**config.mk**
```make
export PLATFORM = sky130hd
export DESIGN_NAME = divide_sequencer_flat
export DESIGN_NICKNAME = d
export VERILOG_FILES = /design/src/rtl/divide_sequencer_if.sv /design/src/rtl/divide_sequencer.sv /design/src/flat_wrapper.sv
export SDC_FILE = /design/constraint.sdc
export NUM_CORES = 1
export LEC_CHECK = 0
export ABC_CLOCK_PERIOD_IN_PS = 4400
export CORE_UTILIZATION = 50
export CTS_BUF_LIST = sky130_fd_sc_hd__clkbuf_8 sky130_fd_sc_hd__clkbuf_16
export DETAILED_ROUTE_END_ITERATION = 16
export PLACE_DENSITY = 0.83
export SLEW_MARGIN = 20
export SYNTH_ARGS = -nofsm -noshare
export SYNTH_HDL_FRONTEND = slang
export SYNTH_SLANG_ARGS = --single-unit
```
**constraint.sdc**
```tcl
create_clock -name clock -period 4.4 [get_ports clock]
set_input_delay 0.66 -clock clock [delete_from_list [all_inputs] [get_ports clock]]
set_output_delay 0.66 -clock clock [all_outputs]
set_load 0.01 [all_outputs]
```
**src/rtl/divide_sequencer_if.sv**
```systemverilog
`default_nettype none
// ============================================================================
// Module      : divide_sequencer_if
// Description : Request, divider-side and result-side signals of the
//               divide sequencer. The master modport is the sequencer's view.
//               The slave modport is the view of the attached
//               requester/divider/consumer.
// Revision    : 1.0 - initial release
// ============================================================================
interface divide_sequencer_if #(
    parameter int WIDTH = 4
);
    logic             request_valid;
    logic             request_ready;
    logic [WIDTH-1:0] request_dividend;
    logic [WIDTH-1:0] request_divisor;

    logic             divider_start;
    logic [WIDTH-1:0] divider_dividend;
    logic [WIDTH-1:0] divider_divisor;
    logic [WIDTH-1:0] divider_quotient;
    logic [WIDTH-1:0] divider_remainder;
    logic             divider_ready;

    logic             result_valid;
    logic             result_ready;
    logic [WIDTH-1:0] result_quotient;
    logic [WIDTH-1:0] result_remainder;
    logic [1:0]       result_fault;

    logic             busy;

    modport master (
        input  request_valid, request_dividend, request_divisor,
        input  divider_quotient, divider_remainder, divider_ready,
        input  result_ready,
        output request_ready,
        output divider_start, divider_dividend, divider_divisor,
        output result_valid, result_quotient, result_remainder, result_fault,
        output busy
    );

    modport slave (
        output request_valid, request_dividend, request_divisor,
        output divider_quotient, divider_remainder, divider_ready,
        output result_ready,
        input  request_ready,
        input  divider_start, divider_dividend, divider_divisor,
        input  result_valid, result_quotient, result_remainder, result_fault,
        input  busy
    );
endinterface
`default_nettype wire

```
**src/rtl/divide_sequencer.sv**
```systemverilog
`default_nettype none
// ============================================================================
// Module      : divide_sequencer
// Description : Control stage in front of the signed iterative divider.
//               It buffers one request and pulses the divider's start.
//               It captures the divider output into a held result port.
//               It reports divide-by-zero and watchdog timeout faults.
// Revision    : 1.0 - initial release
// ============================================================================
module divide_sequencer #(
    parameter int WIDTH   = 4,
    parameter int TIMEOUT = WIDTH + 4
) (
    input  wire logic            clock,
    input  wire logic            reset,
    divide_sequencer_if.master   bus
);

    localparam int                  c_WD_WIDTH = $clog2(TIMEOUT + 1);
    localparam logic [c_WD_WIDTH-1:0] c_WD_LAST = c_WD_WIDTH'(TIMEOUT - 1);
    localparam logic [c_WD_WIDTH-1:0] c_WD_ONE  = c_WD_WIDTH'(1);

    localparam logic [1:0] c_FAULT_NONE    = 2'b00;
    localparam logic [1:0] c_FAULT_ZERO    = 2'b01;
    localparam logic [1:0] c_FAULT_TIMEOUT = 2'b10;

    typedef enum logic [2:0] {
        S_IDLE   = 3'd0,
        S_ISSUE  = 3'd1,
        S_SETTLE = 3'd2,
        S_WAIT   = 3'd3,
        S_FAULT  = 3'd4,
        S_HOLD   = 3'd5
    } state_t;

    state_t           r_state;
    state_t           w_state_next;

    logic             r_pend_full;
    logic [WIDTH-1:0] r_pend_dividend;
    logic [WIDTH-1:0] r_pend_divisor;

    logic [WIDTH-1:0] r_div_dividend;
    logic [WIDTH-1:0] r_div_divisor;
    logic [c_WD_WIDTH-1:0] r_wd;

    logic             r_result_valid;
    logic [WIDTH-1:0] r_result_quotient;
    logic [WIDTH-1:0] r_result_remainder;
    logic [1:0]       r_result_fault;

    logic             w_accept;
    logic             w_pend_zero;
    logic             w_pop;
    logic             w_issue;
    logic             w_capture;
    logic             w_timeout;
    logic             w_zero_fault;
    logic             w_consume;

    // The slot only takes a request when empty, so a pop and a push can never coincide.
    assign w_accept    = bus.request_valid && !r_pend_full;
    assign w_pend_zero = (r_pend_divisor == '0);

    // State register.
    always_ff @(posedge clock or posedge reset) begin
        if (reset) r_state <= S_IDLE;
        else       r_state <= w_state_next;
    end

    // Next-state and datapath strobes. HOLD can chain straight into the next ISSUE/FAULT.
    always_comb begin
        w_state_next = r_state;
        w_pop        = 1'b0;
        w_issue      = 1'b0;
        w_capture    = 1'b0;
        w_timeout    = 1'b0;
        w_zero_fault = 1'b0;
        w_consume    = 1'b0;
        case (r_state)
            S_IDLE: begin
                if (r_pend_full) begin
                    w_pop = 1'b1;
                    if (w_pend_zero) begin
                        w_state_next = S_FAULT;
                    end else begin
                        w_issue      = 1'b1;
                        w_state_next = S_ISSUE;
                    end
                end
            end
            S_ISSUE:  w_state_next = S_SETTLE;
            // The divider's ready reacts to start on the SETTLE edge, so it is ignored here.
            S_SETTLE: w_state_next = S_WAIT;
            S_WAIT: begin
                if (bus.divider_ready) begin
                    w_capture    = 1'b1;
                    w_state_next = S_HOLD;
                end else if (r_wd == c_WD_LAST) begin
                    w_timeout    = 1'b1;
                    w_state_next = S_HOLD;
                end
            end
            S_FAULT: begin
                w_zero_fault = 1'b1;
                w_state_next = S_HOLD;
            end
            S_HOLD: begin
                if (bus.result_ready) begin
                    w_consume = 1'b1;
                    if (r_pend_full) begin
                        w_pop = 1'b1;
                        if (w_pend_zero) begin
                            w_state_next = S_FAULT;
                        end else begin
                            w_issue      = 1'b1;
                            w_state_next = S_ISSUE;
                        end
                    end else begin
                        w_state_next = S_IDLE;
                    end
                end
            end
            default: w_state_next = S_IDLE;
        endcase
    end

    // One-entry pending request slot.
    always_ff @(posedge clock or posedge reset) begin
        if (reset) begin
            r_pend_full     <= 1'b0;
            r_pend_dividend <= '0;
            r_pend_divisor  <= '0;
        end else if (w_accept) begin
            r_pend_full     <= 1'b1;
            r_pend_dividend <= bus.request_dividend;
            r_pend_divisor  <= bus.request_divisor;
        end else if (w_pop) begin
            r_pend_full     <= 1'b0;
        end
    end

    // Divider operands are held from ISSUE until the next issue.
    always_ff @(posedge clock or posedge reset) begin
        if (reset) begin
            r_div_dividend <= '0;
            r_div_divisor  <= '0;
        end else if (w_issue) begin
            r_div_dividend <= r_pend_dividend;
            r_div_divisor  <= r_pend_divisor;
        end
    end

    // Watchdog counts WAIT cycles. It is cleared while settling.
    always_ff @(posedge clock or posedge reset) begin
        if (reset)                   r_wd <= '0;
        else if (r_state == S_SETTLE) r_wd <= '0;
        else if (r_state == S_WAIT)   r_wd <= r_wd + c_WD_ONE;
    end

    // Result port: load on completion or fault. Drop valid when the consumer takes it.
    always_ff @(posedge clock or posedge reset) begin
        if (reset) begin
            r_result_valid     <= 1'b0;
            r_result_quotient  <= '0;
            r_result_remainder <= '0;
            r_result_fault     <= c_FAULT_NONE;
        end else if (w_capture) begin
            r_result_valid     <= 1'b1;
            r_result_quotient  <= bus.divider_quotient;
            r_result_remainder <= bus.divider_remainder;
            r_result_fault     <= c_FAULT_NONE;
        end else if (w_timeout || w_zero_fault) begin
            r_result_valid     <= 1'b1;
            r_result_quotient  <= '0;
            r_result_remainder <= '0;
            r_result_fault     <= w_timeout ? c_FAULT_TIMEOUT : c_FAULT_ZERO;
        end else if (w_consume) begin
            r_result_valid     <= 1'b0;
        end
    end

    assign bus.request_ready     = !r_pend_full;
    assign bus.divider_start     = (r_state == S_ISSUE);
    assign bus.divider_dividend  = r_div_dividend;
    assign bus.divider_divisor   = r_div_divisor;
    assign bus.result_valid      = r_result_valid;
    assign bus.result_quotient   = r_result_quotient;
    assign bus.result_remainder  = r_result_remainder;
    assign bus.result_fault      = r_result_fault;
    assign bus.busy              = (r_state != S_IDLE) || r_pend_full;

endmodule
`default_nettype wire

```
**src/flat_wrapper.sv**
```systemverilog
// flat-port wrapper written by rule: the top's interface ports become plain ports
module divide_sequencer_flat 
#(
    parameter int WIDTH   = 4,
    parameter int TIMEOUT = WIDTH + 4
)
  (clock, reset, bus_request_valid, bus_request_dividend, bus_request_divisor, bus_divider_quotient, bus_divider_remainder, bus_divider_ready, bus_result_ready, bus_request_ready, bus_divider_start, bus_divider_dividend, bus_divider_divisor, bus_result_valid, bus_result_quotient, bus_result_remainder, bus_result_fault, bus_busy);
  divide_sequencer_if #(.WIDTH(WIDTH)) bus_i ();
  input  wire logic clock;
  input  wire logic reset;
  input wire logic [$bits(bus_i.request_valid)-1:0] bus_request_valid;
  input wire logic [$bits(bus_i.request_dividend)-1:0] bus_request_dividend;
  input wire logic [$bits(bus_i.request_divisor)-1:0] bus_request_divisor;
  input wire logic [$bits(bus_i.divider_quotient)-1:0] bus_divider_quotient;
  input wire logic [$bits(bus_i.divider_remainder)-1:0] bus_divider_remainder;
  input wire logic [$bits(bus_i.divider_ready)-1:0] bus_divider_ready;
  input wire logic [$bits(bus_i.result_ready)-1:0] bus_result_ready;
  output wire logic [$bits(bus_i.request_ready)-1:0] bus_request_ready;
  output wire logic [$bits(bus_i.divider_start)-1:0] bus_divider_start;
  output wire logic [$bits(bus_i.divider_dividend)-1:0] bus_divider_dividend;
  output wire logic [$bits(bus_i.divider_divisor)-1:0] bus_divider_divisor;
  output wire logic [$bits(bus_i.result_valid)-1:0] bus_result_valid;
  output wire logic [$bits(bus_i.result_quotient)-1:0] bus_result_quotient;
  output wire logic [$bits(bus_i.result_remainder)-1:0] bus_result_remainder;
  output wire logic [$bits(bus_i.result_fault)-1:0] bus_result_fault;
  output wire logic [$bits(bus_i.busy)-1:0] bus_busy;
  assign bus_i.request_valid = bus_request_valid;
  assign bus_i.request_dividend = bus_request_dividend;
  assign bus_i.request_divisor = bus_request_divisor;
  assign bus_i.divider_quotient = bus_divider_quotient;
  assign bus_i.divider_remainder = bus_divider_remainder;
  assign bus_i.divider_ready = bus_divider_ready;
  assign bus_i.result_ready = bus_result_ready;
  assign bus_request_ready = bus_i.request_ready;
  assign bus_divider_start = bus_i.divider_start;
  assign bus_divider_dividend = bus_i.divider_dividend;
  assign bus_divider_divisor = bus_i.divider_divisor;
  assign bus_result_valid = bus_i.result_valid;
  assign bus_result_quotient = bus_i.result_quotient;
  assign bus_result_remainder = bus_i.result_remainder;
  assign bus_result_fault = bus_i.result_fault;
  assign bus_busy = bus_i.busy;
  divide_sequencer #(.WIDTH(WIDTH), .TIMEOUT(TIMEOUT)) u_core (.clock(clock), .reset(reset), .bus(bus_i));
endmodule
```
After elaboration in Yosys (flattened, before gate mapping) --
Index checks and enable logic that the tools add are counted.
Cells by class: add/sub/neg operators 1, equal/unequal tests 9, mux-type cells 35, reduce and logical (&&, ||, !) cells 12
Operators with widths (count):
- $mux W4 | 5
- $mux W1 | 18
- $mux W3 | 6
- $pmux W3 S6 | 1
- $eq A3 B2 Y1 const B | 2
- $eq A3 B3 Y1 const B | 2
- $mux W2 | 3
- $reduce_bool A2 Y1 | 3
- $reduce_bool A3 Y1 | 2
- $add A4 B1 Y4 const B | 1
- $eq A4 B3 Y1 const B | 1
- $logic_not A4 Y1 | 1
- $pmux W1 S2 | 2
- $eq A3 B1 Y1 const B | 1
- $logic_not A3 Y1 | 1
- $ne A3 B2 Y1 const B | 1
- $reduce_and A3 Y1 | 1
- $logic_or A1 B1 Y1 | 2
- $ne A2 B1 Y1 const B | 1
- $ne A2 B2 Y1 const B | 1
- $logic_and A1 B1 Y1 | 1
- $logic_not A1 Y1 | 1
Storage, ports and cells: register bits after elaboration 35, input port bits 21

Depth between registers and ports, before layout --
Gate-level depths: netlist (run 1).
depth after elaboration 7, gate-level depth with buffers 5, gate-level depth less buffers 4

Worst setup path after synthesis (run 1) --
No wires, ideal clock.
kind input port to flip-flop, from input bus_result_ready, to register u_core.r_div_dividend[0] (netlist: u_core.bus.divider_dividend[0]), arrival 1.474 ns, required time 4.275 ns, slack 2.801 ns, stages 3, path buffers 0, path through and3_1 > o211ai_4 > mux2_2
On the way: longest elaborated chain between the ends 2
Ends and longest elaborated chain:
- from (decl) | line flat_wrapper.sv:17 | input wire logic [$bits(bus_i.result_ready)-1:0] bus_result_ready;
- $mux W1 | line divide_sequencer.sv:109 | if (bus.result_ready) begin
- $pmux W1 S2 | line divide_sequencer.sv:80 | case (r_state)
- to (signal assigned) | line divide_sequencer.sv:149 | r_div_dividend <= r_pend_dividend;
- to (decl) | line divide_sequencer.sv:43 | logic [WIDTH-1:0] r_div_dividend;
No other way between the ends. A chain may end at the register's enable or synchronous reset.

Final worst setup path (run 1) --
from register u_core.r_state[0], to output bus_divider_start
On the way: longest elaborated chain between the ends 1
Ends and longest elaborated chain:
- from (decl) | line divide_sequencer.sv:36 | state_t r_state;
- from (signal assigned) | line divide_sequencer.sv:68 | else r_state <= w_state_next;
- $eq A3 B1 Y1 | line divide_sequencer.sv:184 | assign bus.divider_start = (r_state == S_ISSUE);
- to (decl) | line flat_wrapper.sv:19 | output wire logic [$bits(bus_i.divider_start)-1:0] bus_divider_start;
No other way between the ends.

==> reports/qor.txt, run 1 <==
vias in the first global route = 1202
DR pass1 iterations = 10
static leakage = 0.897 nW
relative slew slack = 47.5%
startpoint types = flip-flop
CTS tree = built
placed cells = 189
Layout Utilization = 73.0%
final instance area = 2050 sq um
routed vias = 1127
CTS Root Cell = clkbuf_8
row cnt = 19
die extent in x = 57.1 um
Setup violations, final = 0
worst skew pair latency = 0.28 ns
Final ANT Viol Nets = 0
syn_area_per_cell = 12.7 sq um
Post-Syn Instances = 120
CTS resizes = 0
IO Count = 43
Power per Cell Area = 686 nW/um^2
vias per cell = 5.72
clock transition at the registers of the reported paths = 0.07 ns
PortBufs = 42
outcome = finished with violations
Layout Skew = 0.00539 ns
Non-Filler Instances = 197
CTS Buf Count = 5
violated checks = DRC
Distinct cells, synth = 32
gr ovfl total = 0
P&R area growth vs syn = 34.8%
Top delay family on crit path = buffers and inverters
CP max FO = 13
GRT Util Overall = 21.4%
DIE AREA = 3260 sq um
Seq/Total Area, Yosys = 57.7%
clock sinks = 35
Hold Path Class = flip-flop to flip-flop
First DRT Iteration DRCs = 28
Synth Net Count = 142
crit share post-route = 55.5%
crit path max-delay cell type = clkdlybuf4s50_1
Core ar. = 2810 sq um
Arr. time, crit path = 1.78 ns
RSZ-0062 raised after global routing = false
initial antenna violation count = 0
drt total wl = 3.10 mm
Crit Path Class = flip-flop to primary output
CP cell instances = inv_1, nor3_1, clkdlybuf4s50_1
first-pass GRT wire length = 5.25 mm
Hold Buf Count CTS = 0
WP buf/inv = 2
minimum clock period = 2.44 ns
Wirelength per Cell = 15.7 um
starting density of the core = 54.1%
HPWL after detailed placement = 2.27 mm
Fmax = 410 MHz
largest net degree at the start of global routing = 36
Data required, critical path = 3.74 ns
detailed-route DRC error count = 2
synthesized flop and latch total = 35
IR drop worst, VDD = 0.380 mV
mapped cell area = 1520 sq um
Worst R2R Setup Slack = 2.72 ns
DIE HEIGHT = 57.1 um
diode count = 0
setup_tns = 0 ns
Synthesis Warnings = 0
final slew viol count = 0
placed cell areas = 1960 sq um
clock buffer depth = 2
Final Hold Viols = 0
CP max stage delay = 0.57 ns
total power = 1.40 mW
placer's final routability congestion estimate = 0.761
post-CTS setup buffer count = 0
MaxCap Viol Count = 0
worst-margin pin slew = 0.786 ns
Fill cells = 204
CTS H-Tree Depth = 2
fraction of layout cells with a size suffix above 1 = 17.5%
# nets final = 187
Crit. End Element = primary output
## worst reg2reg max path: stages, from the launching register on
cell and delay [ns]:
dfrtp_1 0.42, or4_4 0.57, o211ai_4 0.19, mux2_2 0.39
## worst paths after layout
path / start / endpoint / depth (start not counted)
worst max-delay path: u_core.r_state[0]$_DFFE_PP0P_ / bus_divider_start / 3
worst min-delay path: u_core.bus.result_remainder[0]$_DFFE_PP0P_ / u_core.bus.result_remainder[0]$_DFFE_PP0P_ / 1
worst max register to register: u_core.r_pend_divisor[3]$_DFFE_PP0P_ / u_core.bus.divider_divisor[3]$_DFFE_PP0P_ / 3
worst min register to register: u_core.bus.result_remainder[0]$_DFFE_PP0P_ / u_core.bus.result_remainder[0]$_DFFE_PP0P_ / 1
max in group asynchronous: reset / u_core.bus.result_valid$_DFFE_PP0P_ / 3
min in group asynchronous: reset / u_core.r_pend_dividend[2]$_DFFE_PP0P_ / 3
## cell usage after synthesis (all sizes together)
library cell / count / area share, %
and3b: 2 / 1.2
a21o: 2 / 0.99
and4: 1 / 0.58
o211ai: 1 / 1.4
nand3: 3 / 0.99
nand2: 6 / 1.5
clkbuf: 3 / 0.74
and3: 1 / 0.41
o41ai: 1 / 0.58
nand2b: 2 / 0.82
mux2: 17 / 13
buf: 2 / 0.66
nor4: 1 / 0.41
or4: 1 / 0.74
a211o: 1 / 0.58
nor2: 4 / 0.99
ha: 1 / 0.82
dfrtp: 35 / 58
a21oi: 5 / 1.6
a22o: 9 / 5.2
o211a: 1 / 0.66
nor3: 2 / 0.66
o221ai: 1 / 0.58
a21boi: 1 / 0.49
o21bai: 1 / 0.49
a211oi: 1 / 0.49
nor3b: 1 / 0.49
o21ai: 3 / 0.99
o32ai: 1 / 1.1
inv: 4 / 0.99
o2111ai: 1 / 0.58
nor2b: 5 / 2.1
## kinds of logic after synthesis
| kind of cell | count (synthesis) | share of synthesized area (%) |
|---|---|---|
| flops | 35 | 57.7 |
| buf+inv | 9 | 2.39 |
| fa+ha+maj | 1 | 0.824 |
| compound gates | 29 | 15.7 |
| mux | 17 | 12.6 |
| simple gates | 29 | 10.8 |
## flip-flops by register name, summed over array words and instances, names as in the netlist
| register | count |
|---|---|
| u_core.r_wd | 4 |
| u_core.r_pend_dividend | 4 |
| u_core.bus.divider_divisor | 4 |
| u_core.r_pend_divisor | 4 |
| u_core.bus.result_remainder | 4 |
| u_core.bus.result_quotient | 4 |
| u_core.bus.divider_dividend | 4 |
| u_core.r_pend_full | 1 |
| u_core.r_state | 3 |
| u_core.bus.result_fault | 2 |
| u_core.bus.result_valid | 1 |
## power breakdown
part	switching (mW)	leakage, nW	internal (mW)
Sequential	0.131	0.429	0.465
Clock	0.110	0.0477	0.108
Combinational	0.244	0.420	0.346
## cells in the final DEF (no fill, tap or decap), types with 2 or more instances in the layout
master / n
dfrtp_1: 35
and3b_1: 2
nor2b_1: 5
nor2_1: 4
nor3_1: 2
clkdlybuf4s50_1: 42
o21ai_0: 3
a21oi_1: 5
clkbuf_8: 5
mux2_2: 17
inv_1: 4
nand2b_1: 2
clkinv_2: 3
nand2_1: 6
nand3_1: 3
a21o_1: 2
a22o_1: 9
## stage by stage
step | hold WS, ns | worst slack [ns]
2_1_floorplan | 0.466 | 2.80
3_3_place_gp | 0.483 | 2.18
3_5_place_dp | 0.483 | 2.09
4_1_cts | 0.509 | 1.98
5_1_grt | 0.524 | 1.87
6_report | 0.504 | 1.96
## layer usage
layer  wire, um  global-route usage [%]  vias up
met5          0                       0        -
met4         29                    9.06        0
li1           -                       -      528
met2       1640                    37.5       36
met1       1270                    24.0      558
met3        162                    6.80        5
## area by class of cell
type / count / area, sq um / area share, %
Timing Repair Buffer: 43 / 428 / 20.9
Tap cell: 31 / 38.8 / 1.89
Multi-Input combinational cell: 76 / 607 / 29.6
Sequential cell: 35 / 876 / 42.8
Clock inverter: 3 / 15.0 / 0.733
Inverter: 4 / 15.0 / 0.733
Clock buffer: 5 / 68.8 / 3.36
Power figures use the tool's default switching activity.
==> run 2, diff against run 1 <==
ABC_CLOCK_PERIOD_IN_PS = 2450   (was 4400)
CORE_UTILIZATION = 47   (was 50)
PLACE_DENSITY = 0.79   (was 0.83)
clock period = 2.45 ns   (was 4.4 ns; I/O delays follow)
==> run 2 against run 1 <==
Effect of this change: the flow now finishes without violations; hold slack worse by 0.026 ns; utilization fell by 5.1 points; final area up 1.2%; critical endpoint unchanged; largest power group unchanged; highest routed layer unchanged.
==> reports/qor.txt, run 2 (synthesis results as in run 1) <==
starting density of the core = 49.8%
placer's final routability congestion estimate = 0.728
CP max stage delay = 0.58 ns
DIE AREA = 3460 sq um
CTS Root Cell = clkbuf_8
internal power = 1.66 mW
combinational fraction of design power = 41.9%
DIE HEIGHT = 58.9 um
Layout Skew = 0.00587 ns
RSZ-0062 raised after global routing = false
Fill cells = 265
R2R depth = 3
relative slew slack = 61.1%
die extent in x = 58.9 um
NetSw = 0.881 mW
CTS Buf Count = 5
Wirelength per Cell = 15.4 um
Switching Fraction = 34.7%
static leakage = 0.902 nW
GRT Util Overall = 22.2%
drt total wl = 3.26 mm
Data required, critical path = 2.08 ns
diode count = 0
crit share post-route = 88.5%
IR drop worst, VDD = 0.616 mV
outcome = completed
vias in the first global route = 1191
GRT met2 Usage = 37.2%
largest net degree at the start of global routing = 36
crit path from = u_core.r_state[0]$_DFFE_PP0P_
worst skew pair latency = 0.28 ns
routed vias = 1118
Crit. End Element = primary output
# nets final = 188
Final Hold Viols = 0
Fin Hold WS = 0.478 ns
area of the multi-input gates = 607 sq um
detailed-route DRC error count = 0
gr ovfl total = 0
MaxCap Viol Count = 0
clock sinks = 35
Global Route met1 Usage = 27.1%
Hold Buf Count CTS = 0
PortBufs = 42
setup_tns = 0 ns
commonest non-fill, non-tap cell in the layout = clkdlybuf4s50_1
DR pass1 iterations = 4
Crit Path Class = flip-flop to primary output
fraction of layout cells with a size suffix above 1 = 18.0%
Seq pwr share = 42.7%
Arr. time, crit path = 1.80 ns
commonest non-fill, non-tap cells in the layout = 42 x clkdlybuf4s50_1, 35 x dfrtp_1, 17 x mux2_2, 9 x a22o_1, 6 x nand2_1
IO Count = 43
crit path max-delay cell type = dfrtp_1
Core ar. = 3050 sq um
M3 GR Usage = 6.15%
r2r startpoint = u_core.r_pend_divisor[3]$_DFFE_PP0P_
post-CTS setup buffer count = 0
clock transition at the registers of the reported paths = 0.07 ns
Final ANT Viol Nets = 0
worst r2r dst = u_core.bus.divider_dividend[1]$_DFFE_PP0P_
P&R area growth vs syn = 36.4%
CP endpoint = bus_divider_start
Power per Cell Area = 1220 nW/um^2
CTS tree = built
startpoint types = flip-flop
HPWL after detailed placement = 2.35 mm
clock power share = 15.5%
Sequential Area = 876 sq um
vias per cell = 5.30
minimum clock period = 2.17 ns
initial antenna violation count = 0
clock buffer depth = 2
Worst R2R Setup Slack = 0.79 ns
row cnt = 20
final slew viol count = 0
Most Crowded Layer GR = met2
CTS H-Tree Depth = 2
Setup violations, final = 0
CP max FO = 13
CP cell instances = inv_1, nor3_1, clkdlybuf4s50_1
First DRT Iteration DRCs = 49
Fmax = 461 MHz
CTS resizes = 0
Hold Path Class = input port to async pin
worst-margin pin slew = 0.583 ns
first-pass GRT wire length = 5.48 mm
run 2: changes by cell type in the layout (fill, tap and decap cells not counted):
cell / before / now
buf_4: 1 / 2
run 2: per-layer routing:
metal	up-vias	wire, um	part of all wire (%)
li1	531	-	-
met1	554	1350	41
met2	26	1750	54
met3	7	84	2.6
met4	0	72	2.2
met5	-	0	0
run 2: metrics by stage:
step                      util [%]  area [sq um]  worst slack, ns  power [mW]  std cells
after CTS                     67.9          2070            0.281        2.56        211
after floorplan                  -          1520            0.887        1.67        120
after global routing          67.9          2070            0.176        2.71        211
after detailed placement      65.1          1990            0.515        2.16        203
after global placement        65.1          1990            0.591        2.08        203
final                         67.9          2070            0.282        2.54        211
run 2: area by class of cell:
type	instances	area share [%]
Multi-Input combinational cell	76	29.3
Clock inverter	3	0.725
Tap cell	44	2.66
Inverter	4	0.725
Timing Repair Buffer	44	21.0
Clock buffer	5	3.32
Sequential cell	35	42.3
run 2: worst min path at each step:
stage,end,cells past startpoint,start
4_1_cts,u_core.bus.result_remainder[1]$_DFFE_PP0P_,3,reset
6_report,u_core.r_wd[2]$_DFFE_PP0P_,3,reset
5_1_grt,u_core.bus.result_remainder[1]$_DFFE_PP0P_,3,reset
3_3_place_gp,u_core.bus.result_remainder[0]$_DFFE_PP0P_,1,u_core.bus.result_remainder[0]$_DFFE_PP0P_
3_5_place_dp,u_core.bus.result_quotient[2]$_DFFE_PP0P_,1,u_core.bus.result_quotient[2]$_DFFE_PP0P_
2_1_floorplan,u_core.r_wd[2]$_DFFE_PP0P_,1,u_core.r_wd[2]$_DFFE_PP0P_
run 2: power groups by stage:
stage	combinational (mW)	sequential (mW)	clock, mW
global route	1.16	1.13	0.426
CTS	1.07	1.08	0.399
global placement	1.03	1.06	0
finish	1.06	1.08	0.392
detailed placement	1.07	1.09	0
floorplan	0.617	1.05	0
run 2: critical path: cells and delay by family, from the launching register on:
| kind | cells | cell delay [ns] |
|---|---|---|
| buf+inv | 2 | 0.72 |
| flops | 1 | 0.58 |
| simple gates | 1 | 0.21 |
==> run 3, diff against run 2 <==
CORE_ASPECT_RATIO = 0.7   (was default)
==> run 3 against run 2 <==
Effect of this change: register-to-register slack got worse by 0.02 ns; final area increased by 1.1%; critical endpoint unchanged; global-route usage decreased by 0.80 points; fmax increased by 0.30%; count of clock-buffer cells in the layout increased by 1.
==> reports/qor.txt, run 3 (synthesis results as in run 1) <==
fraction of layout cells with a size suffix above 1 = 18.0%
Power per Cell Area = 1280 nW/um^2
drt total wl = 3.31 mm
P&R area growth vs syn = 38.0%
first-pass GRT wire length = 5.75 mm
Core ar. = 2920 sq um
internal power = 1.79 mW
DIE AREA = 3470 sq um
RSZ-0062 raised after global routing = false
post-CTS setup buffer count = 0
clock buffer depth = 2
area of the multi-input gates = 607 sq um
Hold Path Class = input port to async pin
MaxCap Viol Count = 0
GRT Util Overall = 21.4%
NetSw = 0.897 mW
crit path setup slack, layout = 0.289 ns
DIE HEIGHT = 49.6 um
Final ANT Viol Nets = 0
minimum clock period = 2.16 ns
vias in the first global route = 1198
commonest non-fill, non-tap cell in the layout = clkdlybuf4s50_1
Data required, critical path = 2.08 ns
CTS tree = built
crit path max-delay cell type = dfrtp_1
diode count = 0
outcome = completed
combinational fraction of design power = 39.7%
Sequential Area = 876 sq um
setup_tns = 0 ns
PortBufs = 42
GRT met2 Usage = 32.7%
Global Route met1 Usage = 29.9%
Crit Path Class = flip-flop to primary output
largest net degree at the start of global routing = 36
Setup violations, final = 0
IR drop worst, VDD = 0.705 mV
IO Count = 43
Fill cells = 203
commonest non-fill, non-tap cells in the layout = 42 x clkdlybuf4s50_1, 35 x dfrtp_1, 17 x mux2_2, 9 x a22o_1
placer's final routability congestion estimate = 0.789
# nets final = 188
relative slew slack = 61.1%
clock sinks = 35
CP max FO = 13
Top delay family on crit path = buffers and inverters
routed vias = 1155
detailed-route DRC error count = 0
clock power share = 19.8%
DR pass1 iterations = 4
First DRT Iteration DRCs = 111
CTS Root Cell = clkbuf_8
worst-margin pin slew = 0.583 ns
crit share post-route = 88.2%
row cnt = 16
startpoint types = flip-flop
vias per cell = 5.69
Hold Buf Count CTS = 0
CP max stage delay = 0.59 ns
M3 GR Usage = 7.98%
starting density of the core = 52.0%
Crit. End Element = primary output
CTS Buf Count = 5
Arr. time, crit path = 1.79 ns
clock transition at the registers of the reported paths = 0.07 ns
worst skew pair latency = 0.28 ns
Worst R2R Setup Slack = 0.77 ns
Layout Skew = 0.00457 ns
CTS resizes = 0
static leakage = 0.915 nW
WP buf/inv = 2
Most Crowded Layer GR = met2
initial antenna violation count = 0
pre-CTS WS = 0.502 ns
Seq pwr share = 40.5%
Wirelength per Cell = 16.3 um
Final Hold Viols = 0
Fmax = 463 MHz
HPWL after detailed placement = 2.32 mm
CTS H-Tree Depth = 2
final slew viol count = 0
die extent in x = 69.9 um
Switching Fraction = 33.4%
gr ovfl total = 0
CP cell instances = inv_1, nor3_1, clkdlybuf4s50_1
run 3: layout make-up:
cell class,instances,area share [%]
Sequential cell,35,41.8
Timing Repair Buffer,44,20.8
Clock buffer,6,3.94
Multi-Input combinational cell,76,29.0
Tap cell,36,2.15
Inverter,4,0.716
Clock inverter,2,1.67
run 3: per-stage QoR:
step | total power [mW] | utilization, % | hold WS (ns) | std cells | area [sq um]
finish | 2.69 | 71.7 | 0.476 | 203 | 2100
global route | 2.86 | 71.7 | 0.529 | 203 | 2100
CTS | 2.70 | 71.7 | 0.492 | 203 | 2100
detailed placement | 2.15 | 67.7 | 0.481 | 195 | 1980
global placement | 2.09 | 67.7 | 0.483 | 195 | 1980
floorplan | 1.67 | - | 0.466 | 120 | 1520
run 3: worst min-delay path, delay by kind of cell:
| family | cells | cell delay, ns |
|---|---|---|
| buf+inv | 3 | 0.82 |
run 3: path summary, 6_finish.rpt:
check,cells after the start,endpoint,startpoint
max,3,bus_divider_start,u_core.r_state[0]$_DFFE_PP0P_
max in group asynchronous,3,u_core.r_wd[2]$_DFFE_PP0P_,reset
max reg2reg,3,u_core.bus.divider_dividend[1]$_DFFE_PP0P_,u_core.r_pend_divisor[3]$_DFFE_PP0P_
min reg2reg,1,u_core.bus.result_quotient[0]$_DFFE_PP0P_,u_core.bus.result_quotient[0]$_DFFE_PP0P_
min in group clock,1,u_core.bus.result_quotient[0]$_DFFE_PP0P_,u_core.bus.result_quotient[0]$_DFFE_PP0P_
min,3,u_core.bus.divider_dividend[2]$_DFFE_PP0P_,reset
run 3: power groups by stage:
stage	Combinational, mW	Sequential [mW]	Clock [mW]
3_3_place_gp	1.03	1.06	0
6_report	1.07	1.09	0.531
4_1_cts	1.08	1.08	0.538
3_5_place_dp	1.07	1.08	0
2_1_floorplan	0.617	1.05	0
5_1_grt	1.16	1.13	0.570
run 3: metal layers:
metal / up-vias / part of all wire (%)
li1: 533 / -
met1: 576 / 46
met2: 46 / 48
met3: 0 / 6.2
met4: 0 / 0
met5: - / 0
